`src/rtl/camera_pixel_capture_pkg.sv`:
```
// -----------------------------------------------------------------------------
// camera_pixel_capture_pkg
// Shared definitions for the camera-to-frame-buffer writer and the VGA read
// side: default frame geometry, RGB332 colour constants and the capture FSM
// state encoding.
// -----------------------------------------------------------------------------
package camera_pixel_capture_pkg;

  // Stored frame geometry (QCIF), shared with the VGA scan-out side.
  localparam int DEF_SCREEN_WIDTH  = 176;
  localparam int DEF_SCREEN_HEIGHT = 144;

  // RGB332 primaries.
  localparam logic [7:0] RED   = 8'hE0;
  localparam logic [7:0] GREEN = 8'h1C;
  localparam logic [7:0] BLUE  = 8'h03;

  // Capture FSM states. BYTE_HI / BYTE_LO name the byte expected next.
  typedef enum logic [2:0] {
    ST_IDLE      = 3'd0,
    ST_VBLANK    = 3'd1,
    ST_LINE_WAIT = 3'd2,
    ST_BYTE_HI   = 3'd3,
    ST_BYTE_LO   = 3'd4
  } cap_state_t;

endpackage

```
`src/rtl/camera_pixel_capture_rgb565_to_rgb332.sv`:
```
// -----------------------------------------------------------------------------
// rgb565_to_rgb332
// Pure combinational packer: takes the two bytes of an RGB565 pixel as sent by
// the OV7670 (high byte first) and keeps the top bits of each channel.
//   hi  : RRRRRGGG  (first byte)
//   lo  : GGGBBBBB  (second byte)
//   pix : RRRGGGBB  = {R[4:2], G[5:3], B[4:3]}
// -----------------------------------------------------------------------------
module rgb565_to_rgb332 (
  input  logic [7:0] hi,
  input  logic [7:0] lo,
  output logic [7:0] pix
);

  assign pix = {hi[7:5], hi[2:0], lo[4:3]};

  // Low-order colour bits are intentionally discarded.
  logic unused_bits;
  assign unused_bits = ^{hi[4:3], lo[7:5], lo[2:0]};

endmodule

```
`src/rtl/camera_pixel_capture.sv`:
```
// -----------------------------------------------------------------------------
// camera_pixel_capture
// Writer side of the frame-buffer path. Captures the OV7670 RGB565 byte stream,
// packs each pixel to RGB332 and produces a linear write address
// (line base + X) and one-cycle write strobe for the dual-port M9K buffer.
// Everything runs in the camera pixel-clock domain.
//
// Ports:
//   CLK         camera pixel clock (inputs sampled on rising edge)
//   RESET       asynchronous, active-high reset
//   CAM_DATA    camera byte bus
//   CAM_HREF    high while line bytes are valid
//   CAM_VSYNC   high during vertical blanking
//   CAPTURE_EN  arms capture; sampled only at frame start
//   W_ADDR      frame-buffer write address
//   W_DATA      RGB332 pixel
//   W_EN        one-cycle write strobe per stored pixel
//   FRAME_DONE  one-cycle pulse when a captured frame ends
//   LINE_ERR    one-cycle pulse when a line ends with an odd byte count
//
// Build option: define CAMERA_TEST_PATTERN_EN to replace W_DATA with
// red/green/blue vertical bars (CAM_DATA ignored, timing unchanged).
// -----------------------------------------------------------------------------
module camera_pixel_capture
  import camera_pixel_capture_pkg::*;
#(
  parameter int SCREEN_WIDTH  = DEF_SCREEN_WIDTH,
  parameter int SCREEN_HEIGHT = DEF_SCREEN_HEIGHT,
  parameter int ADDR_W        = 15
) (
  input  logic              CLK,
  input  logic              RESET,
  input  logic [7:0]        CAM_DATA,
  input  logic              CAM_HREF,
  input  logic              CAM_VSYNC,
  input  logic              CAPTURE_EN,
  output logic [ADDR_W-1:0] W_ADDR,
  output logic [7:0]        W_DATA,
  output logic              W_EN,
  output logic              FRAME_DONE,
  output logic              LINE_ERR
);

  localparam logic [ADDR_W-1:0] WIDTH_L  = ADDR_W'(SCREEN_WIDTH);
  localparam logic [ADDR_W-1:0] HEIGHT_L = ADDR_W'(SCREEN_HEIGHT);

  // ---------------------------------------------------------------------------
  // Stage p0: register camera inputs; vsync_p1 is kept for edge detection.
  // ---------------------------------------------------------------------------
  logic [7:0] data_p0;
  logic       href_p0;
  logic       vsync_p0;
  logic       vsync_p1;
  logic       capen_p0;

  always_ff @(posedge CLK or posedge RESET) begin
    if (RESET) begin
      href_p0  <= 1'b0;
      vsync_p0 <= 1'b0;
      vsync_p1 <= 1'b0;
      capen_p0 <= 1'b0;
    end else begin
      href_p0  <= CAM_HREF;
      vsync_p0 <= CAM_VSYNC;
      vsync_p1 <= vsync_p0;
      capen_p0 <= CAPTURE_EN;
    end
  end

  always_ff @(posedge CLK) begin
    data_p0 <= CAM_DATA;
  end

  logic vsync_fall;
  assign vsync_fall = vsync_p1 & ~vsync_p0;

  // ---------------------------------------------------------------------------
  // Capture FSM (state register / next state / outputs).
  // ---------------------------------------------------------------------------
  cap_state_t state;
  cap_state_t state_next;

  always_ff @(posedge CLK or posedge RESET) begin
    if (RESET) state <= ST_IDLE;
    else       state <= state_next;
  end

  // The first byte of a line is consumed on the very cycle HREF is seen, so the
  // high-byte phase for that pixel happens in LINE_WAIT and the FSM moves on to
  // expecting the low byte. VSYNC takes priority over every line event.
  always_comb begin
    state_next = state;
    unique case (state)
      ST_IDLE:      if (vsync_p0) state_next = ST_VBLANK;
      ST_VBLANK:    if (vsync_fall && capen_p0) state_next = ST_LINE_WAIT;
      ST_LINE_WAIT: begin
        if (vsync_p0)     state_next = ST_VBLANK;
        else if (href_p0) state_next = ST_BYTE_LO;
      end
      ST_BYTE_HI: begin
        if (vsync_p0)     state_next = ST_VBLANK;
        else if (href_p0) state_next = ST_BYTE_LO;
        else              state_next = ST_LINE_WAIT;
      end
      ST_BYTE_LO: begin
        if (vsync_p0)     state_next = ST_VBLANK;
        else if (href_p0) state_next = ST_BYTE_HI;
        else              state_next = ST_LINE_WAIT;
      end
      default:            state_next = ST_IDLE;
    endcase
  end

  logic latch_hi;
  logic launch;
  logic line_adv;
  logic line_err_set;
  logic frame_done_set;
  logic frame_start;

  always_comb begin
    latch_hi       = 1'b0;
    launch         = 1'b0;
    line_adv       = 1'b0;
    line_err_set   = 1'b0;
    frame_done_set = 1'b0;
    frame_start    = 1'b0;
    unique case (state)
      ST_VBLANK:    frame_start = vsync_fall & capen_p0;
      ST_LINE_WAIT: begin
        if (vsync_p0)     frame_done_set = 1'b1;
        else if (href_p0) latch_hi       = 1'b1;
      end
      ST_BYTE_HI: begin
        if (vsync_p0)     frame_done_set = 1'b1;
        else if (href_p0) latch_hi       = 1'b1;
        else              line_adv       = 1'b1;
      end
      ST_BYTE_LO: begin
        // A high byte is pending here; losing HREF now means an odd line.
        if (vsync_p0) begin
          frame_done_set = 1'b1;
          line_err_set   = ~href_p0;
        end else if (href_p0) begin
          launch = 1'b1;
        end else begin
          line_adv     = 1'b1;
          line_err_set = 1'b1;
        end
      end
      default: ;
    endcase
  end

  // ---------------------------------------------------------------------------
  // Stage p1: pixel assembly, address counters and registered outputs.
  // ---------------------------------------------------------------------------
  logic [7:0]        hi_byte;
  logic [7:0]        conv_pix;
  logic [7:0]        pix_next;
  logic [ADDR_W-1:0] x_cnt;
  logic [ADDR_W-1:0] y_cnt;
  logic [ADDR_W-1:0] line_base;
  logic              in_range;
  logic              write_px;

  always_ff @(posedge CLK) begin
    if (latch_hi) hi_byte <= data_p0;
  end

  rgb565_to_rgb332 u_pack (
    .hi  (hi_byte),
    .lo  (data_p0),
    .pix (conv_pix)
  );

`ifdef CAMERA_TEST_PATTERN_EN
  localparam logic [ADDR_W-1:0] THIRD_L     = ADDR_W'(SCREEN_WIDTH / 3);
  localparam logic [ADDR_W-1:0] TWO_THIRD_L = ADDR_W'((2 * SCREEN_WIDTH) / 3);

  always_comb begin
    pix_next = BLUE;
    if (x_cnt < THIRD_L)          pix_next = RED;
    else if (x_cnt < TWO_THIRD_L) pix_next = GREEN;
  end

  logic unused_conv;
  assign unused_conv = ^conv_pix;
`else
  assign pix_next = conv_pix;
`endif

  assign in_range = (x_cnt < WIDTH_L) && (y_cnt < HEIGHT_L);
  assign write_px = launch & in_range;

  // Counters saturate at the frame edge so clipped pixels never alias back
  // into low addresses.
  always_ff @(posedge CLK or posedge RESET) begin
    if (RESET) begin
      x_cnt     <= '0;
      y_cnt     <= '0;
      line_base <= '0;
    end else if (frame_start) begin
      x_cnt     <= '0;
      y_cnt     <= '0;
      line_base <= '0;
    end else if (line_adv) begin
      x_cnt <= '0;
      if (y_cnt < HEIGHT_L) begin
        y_cnt     <= y_cnt + 1'b1;
        line_base <= line_base + WIDTH_L;
      end
    end else if (launch && (x_cnt < WIDTH_L)) begin
      x_cnt <= x_cnt + 1'b1;
    end
  end

  always_ff @(posedge CLK or posedge RESET) begin
    if (RESET) begin
      W_ADDR     <= '0;
      W_DATA     <= '0;
      W_EN       <= 1'b0;
      FRAME_DONE <= 1'b0;
      LINE_ERR   <= 1'b0;
    end else begin
      W_EN       <= write_px;
      FRAME_DONE <= frame_done_set;
      LINE_ERR   <= line_err_set;
      if (write_px) begin
        W_ADDR <= line_base + x_cnt;
        W_DATA <= pix_next;
      end
    end
  end

endmodule

```
`config.mk`:
```
export PLATFORM = sky130hd
export DESIGN_NAME = camera_pixel_capture
export DESIGN_NICKNAME = d
export VERILOG_FILES = /design/src/rtl/camera_pixel_capture_pkg.sv /design/src/rtl/camera_pixel_capture_rgb565_to_rgb332.sv /design/src/rtl/camera_pixel_capture.sv
export SDC_FILE = /design/constraint.sdc
export NUM_CORES = 1
export LEC_CHECK = 0
export CORE_MARGIN = 2
export CORE_UTILIZATION = 50
export CTS_BUF_LIST = sky130_fd_sc_hd__clkbuf_8 sky130_fd_sc_hd__clkbuf_16
export DETAILED_ROUTE_END_ITERATION = 6
export GPL_ROUTABILITY_DRIVEN = 0
export PLACE_DENSITY = 0.79
export SYNTH_ARGS = -nofsm -noshare
export SYNTH_HDL_FRONTEND = slang
export SYNTH_HIERARCHICAL = 1
export SYNTH_SLANG_ARGS = --single-unit
export TNS_END_PERCENT = 1
```
`constraint.sdc`:
```
create_clock -name CLK -period 2.9 [get_ports CLK]
set_input_delay 0.58 -clock CLK [delete_from_list [all_inputs] [get_ports CLK]]
set_output_delay 0.58 -clock CLK [all_outputs]
set_load 0.005 [all_outputs]
```
==> flow_summary_export.csv <==
group,metric,value,unit
clocking,cts_setup_buffers,0,
worst_setup_path,cp_cell_sequence,"ha_1 > a21oi_1 > a21boi_0 > a211o_1 > a2111oi_0 > o21ai_0 > a31oi_1",
run,cap_violations,0,
sta,tightest_slew,0.558,ns
sta,maxSlewViolCount,0,
clocking,clock_sinks,88,
detailed_routing,vias_per_cell,5.16,
floorplanning,start_util,50.9,%
sta,fmax,432,MHz
clocking,htree_levels,3,
floorplanning,rows,32,
detailed_routing,avgRoutedWirePerCell,13.1,um
sta,finalHoldViolations,0,
worst_setup_path,critPathSlowestCell,"a2111oi_0",
synth,yosys_warnings,6,
floorplanning,die_h,92.0,um
grt,grt_use_met2,27.6,%
clocking,cts_tree,"yes",
worst_setup_path,cp-start-kind,"flip-flop",
worst_setup_path,crit_path_max_incr_delay,0.47,ns
placement,dpl_worst_slack,0.662,ns
floorplanning,die_area,8460,um2
worst_setup_path,reg2reg_slack,0.58,ns
sta,slew_headroom,62.7,%
grt,grt_pass1_wl,11500,um
detailed_routing,drt_iter0_drc,104,
synth,synth_area_per_cell,11.3,um2
placement,io_buffers,38,
detailed_routing,drt-total-wl,6380,um
worst_setup_path,crit_type,"flip-flop to flip-flop",
synth,synth_area,3870,um2
grt,grt.total_usage,17.1,%
clocking,path_clk_slew,0.09,ns
worst_setup_path,crit_arrival,2.59,ns
grt,grt_max_degree,34,
grt,use_met1,22.4,%
detailed_routing,antenna_left,0,
grt,use_met3,3.94,%
floorplanning,ios,39,
finish,drive_above_1_share,9.84,%
sta,fin_crit,2.32,ns
clocking,root_buffer,"clkbuf_8",
worst_setup_path,worst_ep_required_time,3.18,ns
outcome,outcome,"completed",
power_and_ir_drop,peakVddDrop,0.288,mV
grt,grt_busiest_layer,"met2",
finish,area.growth.synth_to_final,17.4,%
grt,first_global_vias,2546,
grt,grt_antenna_before_repair,0,
clocking,hold_buffers,0,
power_and_ir_drop,p_leak,2.13,nW
grt,grt_overflow,0,
hold_path,holdCritStartpoint,"data_p0[5]$_DFF_P_",
worst_setup_path,startpoint,"x_cnt[6]$_DFFE_PP0P_",
sta,fin_skew,0.00596,ns
detailed_routing,first_pass_iters,4,
clocking,clkLatencyLatePin,0.35,ns
hold_path,hold_path_class,"flip-flop to flip-flop",
detailed_routing,vias,2520,
sta,setup_viol,0,
clocking,clock_path_buffers,2,
power_and_ir_drop,powerDensity,592,nW/um2
power_and_ir_drop,power,2.69,mW
sta,setup_tns,0,ns
sta,post-route-period-util,79.8,%
floorplanning,core-area,7610,um2
detailed_routing,drc,0,
worst_setup_path,cp_max_fo,5,
sta,rsz0062_at_grt,"no",
worst_setup_path,end_kind,"flip-flop",
worst_setup_path,reg2reg_from,"x_cnt[6]$_DFFE_PP0P_",
sta,setup_ws,0.585,ns
clocking,cts_made_buffers,9,
floorplanning,fp.dieW,92.0,um
finish,antenna_cells,0,
finish,nets,408,
synth,syn_nets,370,
synth,synth_cells,343,
clocking,post_cts_resized,0,
placement,dp_hpwl,4540,um
## where the power goes
group          switching [mW]  total [mW]  leakage, nW  internal [mW]
Sequential             0.0745        1.41         1.10           1.33
Clock                   0.433       0.919        0.107          0.486
Combinational           0.165       0.361        0.914          0.196
Total                   0.672        2.69         2.13           2.01
## area by class of cell
cell class	count	area [um2]
Fill cell	621	3070
Clock inverter	7	96.3
Tap cell	102	128
Multi-Input combinational cell	234	1570
Timing Repair Buffer	42	410
Clock buffer	9	124
Inverter	6	22.5
Sequential cell	88	2190
## per-stage QoR
step	utilization (%)	cells	hold slack, ns	instance area (um2)
floorplan	-	343	0.386	3870
global placement	56.8	472	0.387	4320
detailed placement	56.8	472	0.389	4320
CTS	59.7	488	0.409	4540
global route	59.7	488	0.421	4540
finish	59.7	488	0.410	4540
## critical path: cells and delay by family (launching register included)
family	cells	cell delay, ns
AOI/OAI and AO/OA	6	1.45
adders and majority gates	1	0.38
DFF	1	0.43
## final timing paths
path,endpoint,cells past startpoint
min in group asynchronous,vsync_p0$_DFF_PP0_,2
hold / removal,hi_byte[5]$_DFFE_PP_,0
hold reg to reg,hi_byte[5]$_DFFE_PP_,0
setup reg to reg,W_ADDR[12]$_DFFE_PP0P_,7
max in group asynchronous,x_cnt[8]$_DFFE_PP0P_,3
setup / recovery,W_ADDR[12]$_DFFE_PP0P_,7
## cells in the final DEF (no fill, tap or decap), types with 8 or more instances in the layout
master,instances
nand2_1,19
dfrtp_1,74
clkdlybuf4s50_1,38
a21oi_1,8
xnor2_1,13
clkbuf_8,9
and2_1,11
nand3_1,10
o21ai_0,15
dfxtp_1,8
nor2_1,40
ha_1,14
and3_1,9
mux2_2,11
xor2_1,20
nor2b_1,11
## layer usage
layer	share of wire [%]	routed length (um)
met5	0	0
met4	1.9	118
met1	48	3030
met2	47	3020
met3	3.3	209
## state kept, by name, indices dropped and copies added (netlist names)
register and count:
href_p0 1, W_ADDR 15, W_EN 1, x_cnt 15
hi_byte 6, vsync_p1 1, data_p0 8, LINE_ERR 1
capen_p0 1, W_DATA 8, y_cnt 15, line_base 11
FRAME_DONE 1, vsync_p0 1, state 3
No activity file was read; power rests on OpenSTA's default activity.
